[src/rtl/core_store_buffer_pkg.sv]
// Shared types and helpers for the core store buffer.
// Holds the default depth, the entry layout and the pointer-width helper.
package core_store_buffer_pkg;

  localparam int SB_DEPTH_DEFAULT = 4;
  localparam int SB_ADDR_W        = 16;
  localparam int SB_DATA_W        = 16;

  typedef struct packed {
    logic [SB_ADDR_W-1:0] addr;
    logic [SB_DATA_W-1:0] data;
  } sb_entry_t;

  function automatic int sb_ptr_w(input int depth);
    return $clog2(depth);
  endfunction

endpackage

[src/rtl/core_store_buffer_match.sv]
// Youngest-match search over the store queue, scanning backwards from wr_ptr.
// Returns whether any valid entry holds key_i, and the index of the youngest one.
module sb_match
  import core_store_buffer_pkg::*;
#(
  parameter int DEPTH  = SB_DEPTH_DEFAULT,
  parameter int ADDR_W = SB_ADDR_W,
  parameter int PTR_W  = sb_ptr_w(DEPTH)
) (
  input  logic [ADDR_W-1:0] addr_i [DEPTH],
  input  logic [DEPTH-1:0]  valid_i,
  input  logic [PTR_W-1:0]  wr_ptr_i,
  input  logic [ADDR_W-1:0] key_i,
  output logic              hit_o,
  output logic [PTR_W-1:0]  idx_o
);

  // Oldest slot is visited first, so the last hit written is the youngest.
  always_comb begin
    logic [PTR_W-1:0] idx;
    idx   = '0;
    hit_o = 1'b0;
    idx_o = '0;
    for (int k = DEPTH; k >= 1; k--) begin
      idx = wr_ptr_i - PTR_W'(k);
      if (valid_i[idx] && (addr_i[idx] == key_i)) begin
        hit_o = 1'b1;
        idx_o = idx;
      end
    end
  end

endmodule

[src/rtl/core_store_buffer.sv]
// Posted-write store buffer with load forwarding between core and data memory.
// Define STORE_BUFFER_COALESCE_EN to merge stores that hit a queued address.
module core_store_buffer
  import core_store_buffer_pkg::*;
#(
  parameter int DEPTH  = SB_DEPTH_DEFAULT,
  parameter int ADDR_W = SB_ADDR_W,
  parameter int DATA_W = SB_DATA_W
) (
  input  logic              clk,
  input  logic              reset,
  input  logic [ADDR_W-1:0] core_addr,
  input  logic [DATA_W-1:0] core_wdata,
  input  logic              core_we,
  output logic [DATA_W-1:0] core_rdata,
  output logic [ADDR_W-1:0] mem_raddr,
  input  logic [DATA_W-1:0] mem_rdata,
  output logic              mem_wreq,
  output logic [ADDR_W-1:0] mem_waddr,
  output logic [DATA_W-1:0] mem_wdata,
  input  logic              mem_wack,
  output logic              full,
  output logic              empty,
  output logic              overflow
);

  localparam int PTR_W = sb_ptr_w(DEPTH);

  logic [PTR_W-1:0]  rd_ptr_q, wr_ptr_q;
  logic [PTR_W:0]    count_q;
  logic              overflow_q;
  logic [ADDR_W-1:0] addr_q [DEPTH];
  logic [DATA_W-1:0] data_q [DEPTH];

  logic [DEPTH-1:0]  valid;
  logic              hit;
  logic [PTR_W-1:0]  hit_idx;
  logic              pop, push, coalesce, drop;

  // An entry is live when its distance from the head is below count.
  for (genvar i = 0; i < DEPTH; i++) begin : g_valid
    localparam logic [PTR_W-1:0] IDX = PTR_W'(i);
    logic [PTR_W-1:0] off;
    assign off      = IDX - rd_ptr_q;
    assign valid[i] = {1'b0, off} < count_q;
  end

  sb_match #(
    .DEPTH  (DEPTH),
    .ADDR_W (ADDR_W),
    .PTR_W  (PTR_W)
  ) u_match (
    .addr_i   (addr_q),
    .valid_i  (valid),
    .wr_ptr_i (wr_ptr_q),
    .key_i    (core_addr),
    .hit_o    (hit),
    .idx_o    (hit_idx)
  );

  assign full       = (count_q == (PTR_W+1)'(DEPTH));
  assign empty      = (count_q == '0);
  assign overflow   = overflow_q;
  assign mem_wreq   = !empty;
  assign mem_waddr  = addr_q[rd_ptr_q];
  assign mem_wdata  = data_q[rd_ptr_q];
  assign mem_raddr  = core_addr;
  assign core_rdata = hit ? data_q[hit_idx] : mem_rdata;

  assign pop = mem_wreq && mem_wack;
`ifdef STORE_BUFFER_COALESCE_EN
  // A head entry leaving this cycle cannot absorb the store; it is pushed instead.
  assign coalesce = core_we && hit && !(pop && (hit_idx == rd_ptr_q));
`else
  assign coalesce = 1'b0;
`endif
  assign push = core_we && !coalesce && (!full || pop);
  assign drop = core_we && !coalesce && full && !pop;

  always_ff @(posedge clk) begin
    if (reset) begin
      rd_ptr_q   <= '0;
      wr_ptr_q   <= '0;
      count_q    <= '0;
      overflow_q <= 1'b0;
      for (int i = 0; i < DEPTH; i++) begin
        addr_q[i] <= '0;
        data_q[i] <= '0;
      end
    end else begin
      if (push) begin
        addr_q[wr_ptr_q] <= core_addr;
        data_q[wr_ptr_q] <= core_wdata;
        wr_ptr_q         <= wr_ptr_q + PTR_W'(1);
      end
      if (coalesce) data_q[hit_idx] <= core_wdata;
      if (pop) rd_ptr_q <= rd_ptr_q + PTR_W'(1);
      case ({push, pop})
        2'b10:   count_q <= count_q + (PTR_W+1)'(1);
        2'b01:   count_q <= count_q - (PTR_W+1)'(1);
        default: count_q <= count_q;
      endcase
      if (drop) overflow_q <= 1'b1;
    end
  end

endmodule

[config.mk]
export PLATFORM = sky130hd
export DESIGN_NAME = core_store_buffer
export DESIGN_NICKNAME = d
export VERILOG_FILES = /design/src/rtl/core_store_buffer_pkg.sv /design/src/rtl/core_store_buffer_match.sv /design/src/rtl/core_store_buffer.sv
export SDC_FILE = /design/constraint.sdc
export NUM_CORES = 1
export LEC_CHECK = 0
export BUFFER_PORTS_ARGS = -buffer_cell sky130_fd_sc_hd__clkbuf_2
export CORE_AREA = 3 3 189 191
export DETAILED_ROUTE_END_ITERATION = 12
export DIE_AREA = 0 0 192 194
export GPL_TIMING_DRIVEN = 0
export PLACE_DENSITY_LB_ADDON = 0.15
export SLEW_MARGIN = 15
export SYNTH_ARGS = -nofsm -noshare
export SYNTH_HDL_FRONTEND = slang
export SYNTH_SLANG_ARGS = --single-unit
[constraint.sdc]
create_clock -name clk -period 4.7 [get_ports clk]
set_clock_uncertainty 0.1 [all_clocks]
set_input_delay 0.47 -clock clk [delete_from_list [all_inputs] [get_ports clk]]
set_output_delay 0.47 -clock clk [all_outputs]
set_load 0.05 [all_outputs]
==> impl_metrics.sql, run 1 <==
INSERT INTO impl_metrics (metric_group, metric, value, unit) VALUES
('run_status', 'status', 'finished with violations', ''),
('run_status', 'failed_checks', 'setup timing', ''),
('synth', 'synth_top_area_share', '18.8', '%'),
('synth', 'postSynthAreaPerCell', '9.81', 'sq um'),
('synth', 'muxShareOfSynthArea', '21.9', '%'),
('power_and_ir_drop', 'leakage', '4.76', 'nW'),
('global_route', 'grt_antenna_before_repair', '0', ''),
('sta', 'postLayoutSetupSlackWorst', '-0.277', 'ns'),
('synth', 'yosysSeqAreaShare', '33.4', '%'),
('clock_tree', 'cts_hold_buf', '0', ''),
('placed_design', 'place_hpwl', '26.9', 'mm'),
('cells_and_area', 'multi_input_area', '0.00681', 'sq mm'),
('worst_setup_path', 'worst-endpoint-arrival', '4.41', 'ns'),
('synth', 'number_of_synthesized_flops_with_an_enable_pin', '64', ''),
('cells_and_area', 'design_area', '0.0133', 'sq mm'),
('sta', 'slew-limit-headroom', '24.5', '%'),
('detailed_routing', 'dr_total_vias', '8968', ''),
('clock_tree', 'cts-root-to-sink-buffers', '2', ''),
('floorplan', 'total_die_area', '0.0372', 'sq mm'),
('worst_setup_path', 'cp_data_required_time', '4.13', 'ns'),
('clock_tree', 'clock_insertion_delay_worst_skew', '0.43', 'ns'),
('floorplan', 'die-width', '192', 'um'),
('global_route', 'grt_pass1_vias', '8894', ''),
('cells_and_area', 'numnets_final', '1260', ''),
('cells_and_area', 'area_delta_synth_final', '30.3', '%'),
('clock_tree', 'cts.clk_slew.worst_paths', '0.06', 'ns'),
('synth', 'dominant_combinational_cell_family_by_area_after_synthesis', 'multiplexers', ''),
('worst_setup_path', 'setup.worst_path.class', 'register to primary output', ''),
('worst_setup_path', 'startpoint_type', 'register', ''),
('synth', 'synth-async-reset-ratio', '0', '%'),
('synth', 'synth-simple-area-share', '17.6', '%'),
('placed_design', 'place.port_buffers', '106', ''),
('floorplan', 'row_count', '68', ''),
('sta', 'final_period_minus_worst_setup_slack', '4.98', 'ns'),
('sta', 'worst_slew_pin_tran', '1.12', 'ns'),
('global_route', 'gr-usage-all-layers', '20.7', '%'),
('global_route', 'largest_net_degree_at_the_start_of_global_routing', '17', ''),
('min_path', 'holdCritPathClass', 'primary input to register', ''),
('sta', 'setup_violating_endpoint_count_in_the_final_report', '16', ''),
('power_and_ir_drop', 'power_density', '379', 'mW/mm^2'),
('detailed_routing', 'finalWirelength', '38.5', 'mm'),
('power_and_ir_drop', 'vdd_ir_drop_max', '305', 'uV'),
('detailed_routing', 'drt_first_pass_iters', '5', ''),
('sta', 'final_min_period_over_clock_period', '106', '%'),
('sta', 'report.final.hold_viol_count', '0', ''),
('clock_tree', 'ctsHtreeMaxLevel', '4', ''),
('worst_setup_path', 'critPathCaptureType', 'primary output', ''),
('synth', 'synthTopCellsByArea', 'sky130_fd_sc_hd__edfxtp_1 (19%), sky130_fd_sc_hd__dfxtp_1 (15%), sky130_fd_sc_hd__mux4_2 (14%)', ''),
('detailed_routing', 'detailedRoute.firstIterationViolations', '745', ''),
('synth', 'synth_cell_types', '73', ''),
('cells_and_area', 'fillerInstances', '3430', ''),
('floorplan', 'initial_core_util', '29.8', '%'),
('placed_design', 'gp_congestion', '0.926', ''),
('clock_tree', 'numClockSinks', '138', ''),
('floorplan', 'core_area', '0.0343', 'sq mm'),
('detailed_routing', 'vias_per_cell', '5.38', ''),
('synth', 'synth_compound_gate_area_share', '14.3', '%'),
('cells_and_area', 'drive_gt1_share', '34.1', '%'),
('sta', 'upper_clock_frequency_limit', '201', 'MHz'),
('floorplan', 'die_y', '194', 'um'),
('placed_design', 'place.detailed.instances', '1601', ''),
('synth', 'synth_adder_area_share', '1.18', '%'),
('clock_tree', 'number_of_buffers_inserted_during_clock_tree_synthesis', '17', ''),
('cells_and_area', 'sequential_cell_area', '0.00341', 'sq mm'),
('global_route', 'grt_first_pass_wirelength', '57.2', 'mm'),
('synth', 'synth_top_area_cell', 'sky130_fd_sc_hd__edfxtp_1', ''),
('detailed_routing', 'route.antenna.remaining_nets', '0', ''),
('synth', 'synth.cell_area', '0.0102', 'sq mm'),
('synth', 'post_synthesis_xor_xnor_area_fraction', '5.15', '%'),
('synth', 'post_synth_inst_count', '1040', ''),
('floorplan', 'io_pins', '120', '');
layout make-up:
cell class	instances	share of cell area, %
well taps	455	4.28
inverters	18	0.715
repair buffers	145	8.23
flip-flops and latches	138	25.6
multi-input cells	771	51.2
plain buffers	108	6.02
clock inverters	9	0.386
clock buffers	22	3.52
where the power goes:
part,internal [mW],switching [mW]
Sequential,1.38,0.113
Clock,0.699,0.537
Combinational,0.879,1.43
worst paths after layout:
check | from | endpoint | slack [ns] | cells after the start
setup reg to reg | count_q[0] | data_q[2][9] | 0.69 | 8
hold / removal | core_we | overflow | 0.22 | 3
hold reg to reg | overflow | overflow | 0.40 | 2
setup / recovery | wr_ptr_q[0] | core_rdata[13] | -0.28 | 20
logic make-up (layout without fill, tap and decap cells):
group                      Yosys count  count (layout)
AOI/OAI and AO/OA                  206             206
xor gates and xnor gates            60              60
adders and majority gates            9               9
buffers and inverters              131             302
DFF                                138             138
muxes                              143             143
and+or+nand+nor                    353             353
layout by cell type (no fill, tap or decap), types with 12 or more instances in the layout:
master                        n
sky130_fd_sc_hd__a211oi_4    15
sky130_fd_sc_hd__a21oi_1     87
sky130_fd_sc_hd__a31o_2      13
sky130_fd_sc_hd__and2_1      68
sky130_fd_sc_hd__buf_12      15
sky130_fd_sc_hd__buf_4       53
sky130_fd_sc_hd__buf_8       19
sky130_fd_sc_hd__clkbuf_1    45
sky130_fd_sc_hd__clkbuf_16   18
sky130_fd_sc_hd__clkbuf_2    91
sky130_fd_sc_hd__dfxtp_1     71
sky130_fd_sc_hd__edfxtp_1    64
sky130_fd_sc_hd__inv_1       14
sky130_fd_sc_hd__mux2_2      12
sky130_fd_sc_hd__mux2i_1     51
sky130_fd_sc_hd__mux2i_4     13
sky130_fd_sc_hd__mux4_2      62
sky130_fd_sc_hd__nand2_1    153
sky130_fd_sc_hd__nand2b_1    20
sky130_fd_sc_hd__nand4b_1    12
sky130_fd_sc_hd__nor2_1      32
sky130_fd_sc_hd__o32a_1      12
sky130_fd_sc_hd__xnor2_1     34
sky130_fd_sc_hd__xor2_1      16
state kept, by name, indices dropped and copies added, names as in the netlist, named ones only:
name / flops
data_q: 64
count_q: 3
addr_q: 64
rd_ptr_q: 2
wr_ptr_q: 2
overflow: 1
Yosys cell counts (4+ instances only):
| cell | number |
|---|---|
| sky130_fd_sc_hd__ha_1 | 8 |
| sky130_fd_sc_hd__xnor2_1 | 40 |
| sky130_fd_sc_hd__o311ai_0 | 11 |
| sky130_fd_sc_hd__or2_2 | 5 |
| sky130_fd_sc_hd__nor4_1 | 6 |
| sky130_fd_sc_hd__o21ai_0 | 4 |
| sky130_fd_sc_hd__dfxtp_1 | 74 |
| sky130_fd_sc_hd__a211oi_2 | 10 |
| sky130_fd_sc_hd__clkbuf_1 | 56 |
| sky130_fd_sc_hd__mux2_2 | 12 |
| sky130_fd_sc_hd__nand4b_1 | 12 |
| sky130_fd_sc_hd__nand4_1 | 5 |
| sky130_fd_sc_hd__buf_2 | 17 |
| sky130_fd_sc_hd__nand3_1 | 6 |
| sky130_fd_sc_hd__o22ai_1 | 6 |
| sky130_fd_sc_hd__a211o_1 | 4 |
| sky130_fd_sc_hd__nand2b_1 | 20 |
| sky130_fd_sc_hd__edfxtp_1 | 64 |
| sky130_fd_sc_hd__mux4_2 | 62 |
| sky130_fd_sc_hd__mux2i_1 | 67 |
| sky130_fd_sc_hd__a31oi_1 | 6 |
| sky130_fd_sc_hd__xor2_1 | 20 |
| sky130_fd_sc_hd__a31o_2 | 13 |
| sky130_fd_sc_hd__nor3_1 | 12 |
| sky130_fd_sc_hd__and3_1 | 5 |
| sky130_fd_sc_hd__and2_1 | 69 |
| sky130_fd_sc_hd__buf_6 | 5 |
| sky130_fd_sc_hd__o32a_1 | 12 |
| sky130_fd_sc_hd__nand2_1 | 154 |
| sky130_fd_sc_hd__or3_1 | 4 |
| sky130_fd_sc_hd__buf_1 | 13 |
| sky130_fd_sc_hd__inv_1 | 16 |
| sky130_fd_sc_hd__o21a_1 | 12 |
| sky130_fd_sc_hd__a211oi_1 | 9 |
| sky130_fd_sc_hd__nor2b_1 | 8 |
| sky130_fd_sc_hd__a21oi_1 | 88 |
| sky130_fd_sc_hd__nor2_1 | 33 |
| sky130_fd_sc_hd__buf_4 | 19 |
timing repair:
| action | in CTS | in global routing |
|---|---|---|
| buffers inserted | 32 | 5 |
| cloned | 3 | 0 |
| pin swaps | 32 | 28 |
| setup endpoints to repair | 16 | 16 |
| gates resized for setup | 184 | 55 |
layer usage:
layer	vias to the layer above	GRT usage, %	wire length [um]	part of all wire [%]
li1	4106	-	-	-
met1	4426	27.5	16500	43
met2	386	34.4	18600	48
met3	50	3.78	2480	6.4
met4	0	5.86	917	2.4
met5	-	0	0	0
worst max-delay path, stage by stage, from the launching register on:
cell,delay [ns]
sky130_fd_sc_hd__dfxtp_4,0.42
sky130_fd_sc_hd__buf_12,0.13
sky130_fd_sc_hd__buf_12,0.11
sky130_fd_sc_hd__clkinv_8,0.05
sky130_fd_sc_hd__ha_4,0.32
sky130_fd_sc_hd__buf_12,0.14
sky130_fd_sc_hd__mux4_2,0.34
sky130_fd_sc_hd__xnor2_2,0.19
sky130_fd_sc_hd__nand2_2,0.11
sky130_fd_sc_hd__a2111oi_4,0.34
sky130_fd_sc_hd__nor4b_4,0.26
sky130_fd_sc_hd__buf_6,0.17
sky130_fd_sc_hd__nor3b_4,0.06
sky130_fd_sc_hd__o211ai_2,0.16
sky130_fd_sc_hd__a21boi_4,0.22
sky130_fd_sc_hd__buf_6,0.14
sky130_fd_sc_hd__buf_12,0.10
sky130_fd_sc_hd__buf_12,0.14
sky130_fd_sc_hd__mux2i_4,0.08
sky130_fd_sc_hd__a211oi_4,0.28
sky130_fd_sc_hd__buf_8,0.18
metrics by stage:
step	setup TNS [ns]	setup WS (ns)	hold slack (ns)	util, %
2_1_floorplan	0	0.00223	0.358	-
3_3_place_gp	-19.90	-1.31	0.360	33.6
3_5_place_dp	-20.64	-1.35	0.369	33.6
4_1_cts	-5.49	-0.397	0.197	38.5
5_1_grt	-5.06	-0.417	0.218	38.8
6_report	-2.90	-0.277	0.220	38.8
Power figures use the tool's default switching activity.
==> inputs of run 2 (changes only) <==
- CTS_BUF_LIST: unset -> sky130_fd_sc_hd__clkbuf_8
==> run 2 against run 1 <==
Cell count increased by 0.24%. Non-clock buffer count increased by 4. Via count increased by 0.78%. Highest routed layer unchanged. Maximum frequency decreased by 0.81%. Die area unchanged. Clock power decreased by 30%. The run still ends with setup timing left. Worst hold slack got worse by 0.045 ns. Clock-buffer cell count decreased by 3.
==> impl_metrics.sql, run 2 (synthesized netlist as in run 1, its figures left out) <==
INSERT INTO impl_metrics (metric_group, metric, value, unit) VALUES
('placed_design', 'place.port_buffers', '106', ''),
('min_path', 'holdCritPathClass', 'primary input to register', ''),
('worst_setup_path', 'reg2reg_slack', '0.73', 'ns'),
('clock_tree', 'ctsHtreeMaxLevel', '4', ''),
('floorplan', 'die-width', '192', 'um'),
('run', 'max_cap_viol_count', '0', ''),
('sta', 'final_min_period_over_clock_period', '107', '%'),
('power_and_ir_drop', 'power_density', '356', 'mW/mm^2'),
('floorplan', 'initial_core_util', '29.8', '%'),
('cells_and_area', 'area_delta_synth_final', '29.0', '%'),
('detailed_routing', 'routedWlPerCell', '23.1', 'um'),
('detailed_routing', 'route.antenna.remaining_nets', '0', ''),
('sta', 'final.setup.tns', '-3.62', 'ns'),
('global_route', 'largest_net_degree_at_the_start_of_global_routing', '17', ''),
('cells_and_area', 'numnets_final', '1264', ''),
('sta', 'grt_setup_unrepaired', 'true', ''),
('power_and_ir_drop', 'post-layout-total-power', '4.68', 'mW'),
('cells_and_area', 'fillerInstances', '3449', ''),
('worst_setup_path', 'crit_family', 'buffers and inverters', ''),
('floorplan', 'total_die_area', '0.0372', 'sq mm'),
('run_status', 'failed_checks', 'setup timing', ''),
('sta', 'worst_hold_slack', '0.175', 'ns'),
('global_route', 'grt_antenna_before_repair', '0', ''),
('clock_tree', 'cts_hold_buf', '0', ''),
('clock_tree', 'tritoncts', 'done', ''),
('worst_setup_path', 'cp_data_required_time', '4.13', 'ns'),
('detailed_routing', 'dr_total_vias', '9038', ''),
('sta', 'upper_clock_frequency_limit', '199', 'MHz'),
('worst_setup_path', 'critPathCaptureType', 'primary output', ''),
('sta', 'postLayoutSetupSlackWorst', '-0.318', 'ns'),
('worst_setup_path', 'worst-endpoint-arrival', '4.45', 'ns'),
('cells_and_area', 'layout_top_registers', 'addr_q: 64 flops, data_q: 64 flops, count_q: 3 flops', ''),
('worst_setup_path', 'setup.worst_path.class', 'register to primary output', ''),
('power_and_ir_drop', 'vdd_ir_drop_max', '288', 'uV'),
('detailed_routing', 'finalWirelength', '38.7', 'mm'),
('detailed_routing', 'drt_first_pass_iters', '7', ''),
('clock_tree', 'numClockSinks', '138', ''),
('sta', 'report.final.hold_viol_count', '0', ''),
('floorplan', 'io_pins', '120', ''),
('global_route', 'gr-usage-all-layers', '20.7', '%'),
('clock_tree', 'cts-root-to-sink-buffers', '2', ''),
('worst_setup_path', 'timing.critical_path.cells', 'buf_12, buf_12, clkinv_8, ha_4, buf_12, mux4_2, xnor2_2, nand2_2, a2111oi_4, nor4b_4, buf_6, nor3b_4, o211ai_2, a21boi_4, buf_6, buf_12, buf_12, mux2i_4, a211oi_4, buf_8', ''),
('global_route', 'gr-total-overflow', '0', ''),
('detailed_routing', 'detailedRoute.firstIterationViolations', '717', ''),
('cells_and_area', 'antenna-diode-count', '0', ''),
('worst_setup_path', 'cp_slowest_stage_delay', '0.43', 'ns'),
('cells_and_area', 'design_area', '0.0132', 'sq mm'),
('clock_tree', 'clock_insertion_delay_worst_skew', '0.47', 'ns'),
('detailed_routing', 'remaining_drc_errors', '0', ''),
('power_and_ir_drop', 'leakage', '4.71', 'nW'),
('worst_setup_path', 'timing.critical_path.buf_inv', '9', ''),
('placed_design', 'gp_congestion', '0.926', ''),
('run_status', 'status', 'finished with violations', ''),
('placed_design', 'placed_area', '0.0115', 'sq mm'),
('floorplan', 'core_area', '0.0343', 'sq mm'),
('cells_and_area', 'final_common_cell', 'sky130_fd_sc_hd__nand2_1', ''),
('clock_tree', 'clockRootBuffer', 'sky130_fd_sc_hd__clkbuf_8', ''),
('sta', 'timing.final.max_slew_violations', '0', ''),
('worst_setup_path', 'cp_common_cell', 'sky130_fd_sc_hd__buf_12', ''),
('detailed_routing', 'vias_per_cell', '5.41', ''),
('sta', 'final_period_minus_worst_setup_slack', '5.02', 'ns'),
('sta', 'setup_violating_endpoint_count_in_the_final_report', '16', ''),
('worst_setup_path', 'startpoint_type', 'register', ''),
('global_route', 'grt_pass1_vias', '8940', ''),
('sta', 'worst_slew_pin_tran', '1.07', 'ns'),
('clock_tree', 'cts.clk_slew.worst_paths', '0.07', 'ns'),
('worst_setup_path', 'crit_path_top_delay_cell', 'sky130_fd_sc_hd__dfxtp_4', ''),
('global_route', 'grt_first_pass_wirelength', '57.3', 'mm'),
('placed_design', 'place_hpwl', '26.9', 'mm'),
('cells_and_area', 'final_util', '38.4', '%'),
('sta', 'slew-limit-headroom', '27.9', '%'),
('worst_setup_path', 'worst-path-max-fanout', '7', ''),
('clock_tree', 'number_of_buffers_inserted_during_clock_tree_synthesis', '17', ''),
('floorplan', 'die_y', '194', 'um'),
('cells_and_area', 'layout_common_cells', 'sky130_fd_sc_hd__nand2_1 (153), sky130_fd_sc_hd__clkbuf_2 (91), sky130_fd_sc_hd__a21oi_1 (87)', ''),
('cells_and_area', 'drive_gt1_share', '34.5', '%'),
('floorplan', 'row_count', '68', '');
==> run 2: changes by cell type in the layout (fill, tap and decap cells not counted), sizes merged <==
cell	delta
buf	+5
clkbuf	-4
inv	+3
==> run 2: layout make-up <==
type | instances | area [sq um] | share of cell area, %
multi-input combinational | 771 | 6800 | 51.7
sequential | 138 | 3410 | 25.9
timing repair buffer | 149 | 1140 | 8.66
buffer | 108 | 822 | 6.25
tap | 455 | 569 | 4.33
clock buffer | 19 | 262 | 1.99
inverter | 18 | 95.1 | 0.723
clock inverter | 12 | 62.6 | 0.475
==> run 2: final timing paths <==
path / from / endpoint / cells after the start
setup / recovery: wr_ptr_q[0] / core_rdata[13] / 20
hold / removal: core_we / overflow / 3
setup reg to reg: wr_ptr_q[0] / data_q[3][2] / 8
hold reg to reg: overflow / overflow / 2
==> run 2: per-stage QoR <==
step                setup WS (ns)  std cells
global route               -0.458       1670
detailed placement          -1.35       1601
global placement            -1.31       1601
CTS                        -0.454       1668
finish                     -0.318       1670
floorplan                 0.00223       1040
==> run 2: power by group <==
| part | leakage (nW) | internal [mW] | switching (mW) | total [mW] |
|---|---|---|---|---|
| sequential | 1.27 | 1.37 | 0.115 | 1.49 |
| combinational | 3.26 | 0.888 | 1.43 | 2.32 |
| clock | 0.181 | 0.377 | 0.496 | 0.874 |
==> run 2: timing repair <==
item	CTS	global route
pin swaps	34	31
gates cloned	3	0
buffers inserted	34	7
setup endpoints to repair	16	16
resized for setup	193	54
==> run 2: tightest hold or removal path, cell delays in order <==
cell                       delay [ns]
sky130_fd_sc_hd__clkbuf_2        0.10
sky130_fd_sc_hd__a21oi_1         0.06
sky130_fd_sc_hd__nor2_1          0.07
==> run 2: layer usage <==
metal,global-route usage [%],vias up,wire length [um]
met5,0,-,0
met4,5.96,0,928
met3,3.72,52,2250
met2,34.5,369,18800
met1,27.5,4501,16700
li1,-,4116,-
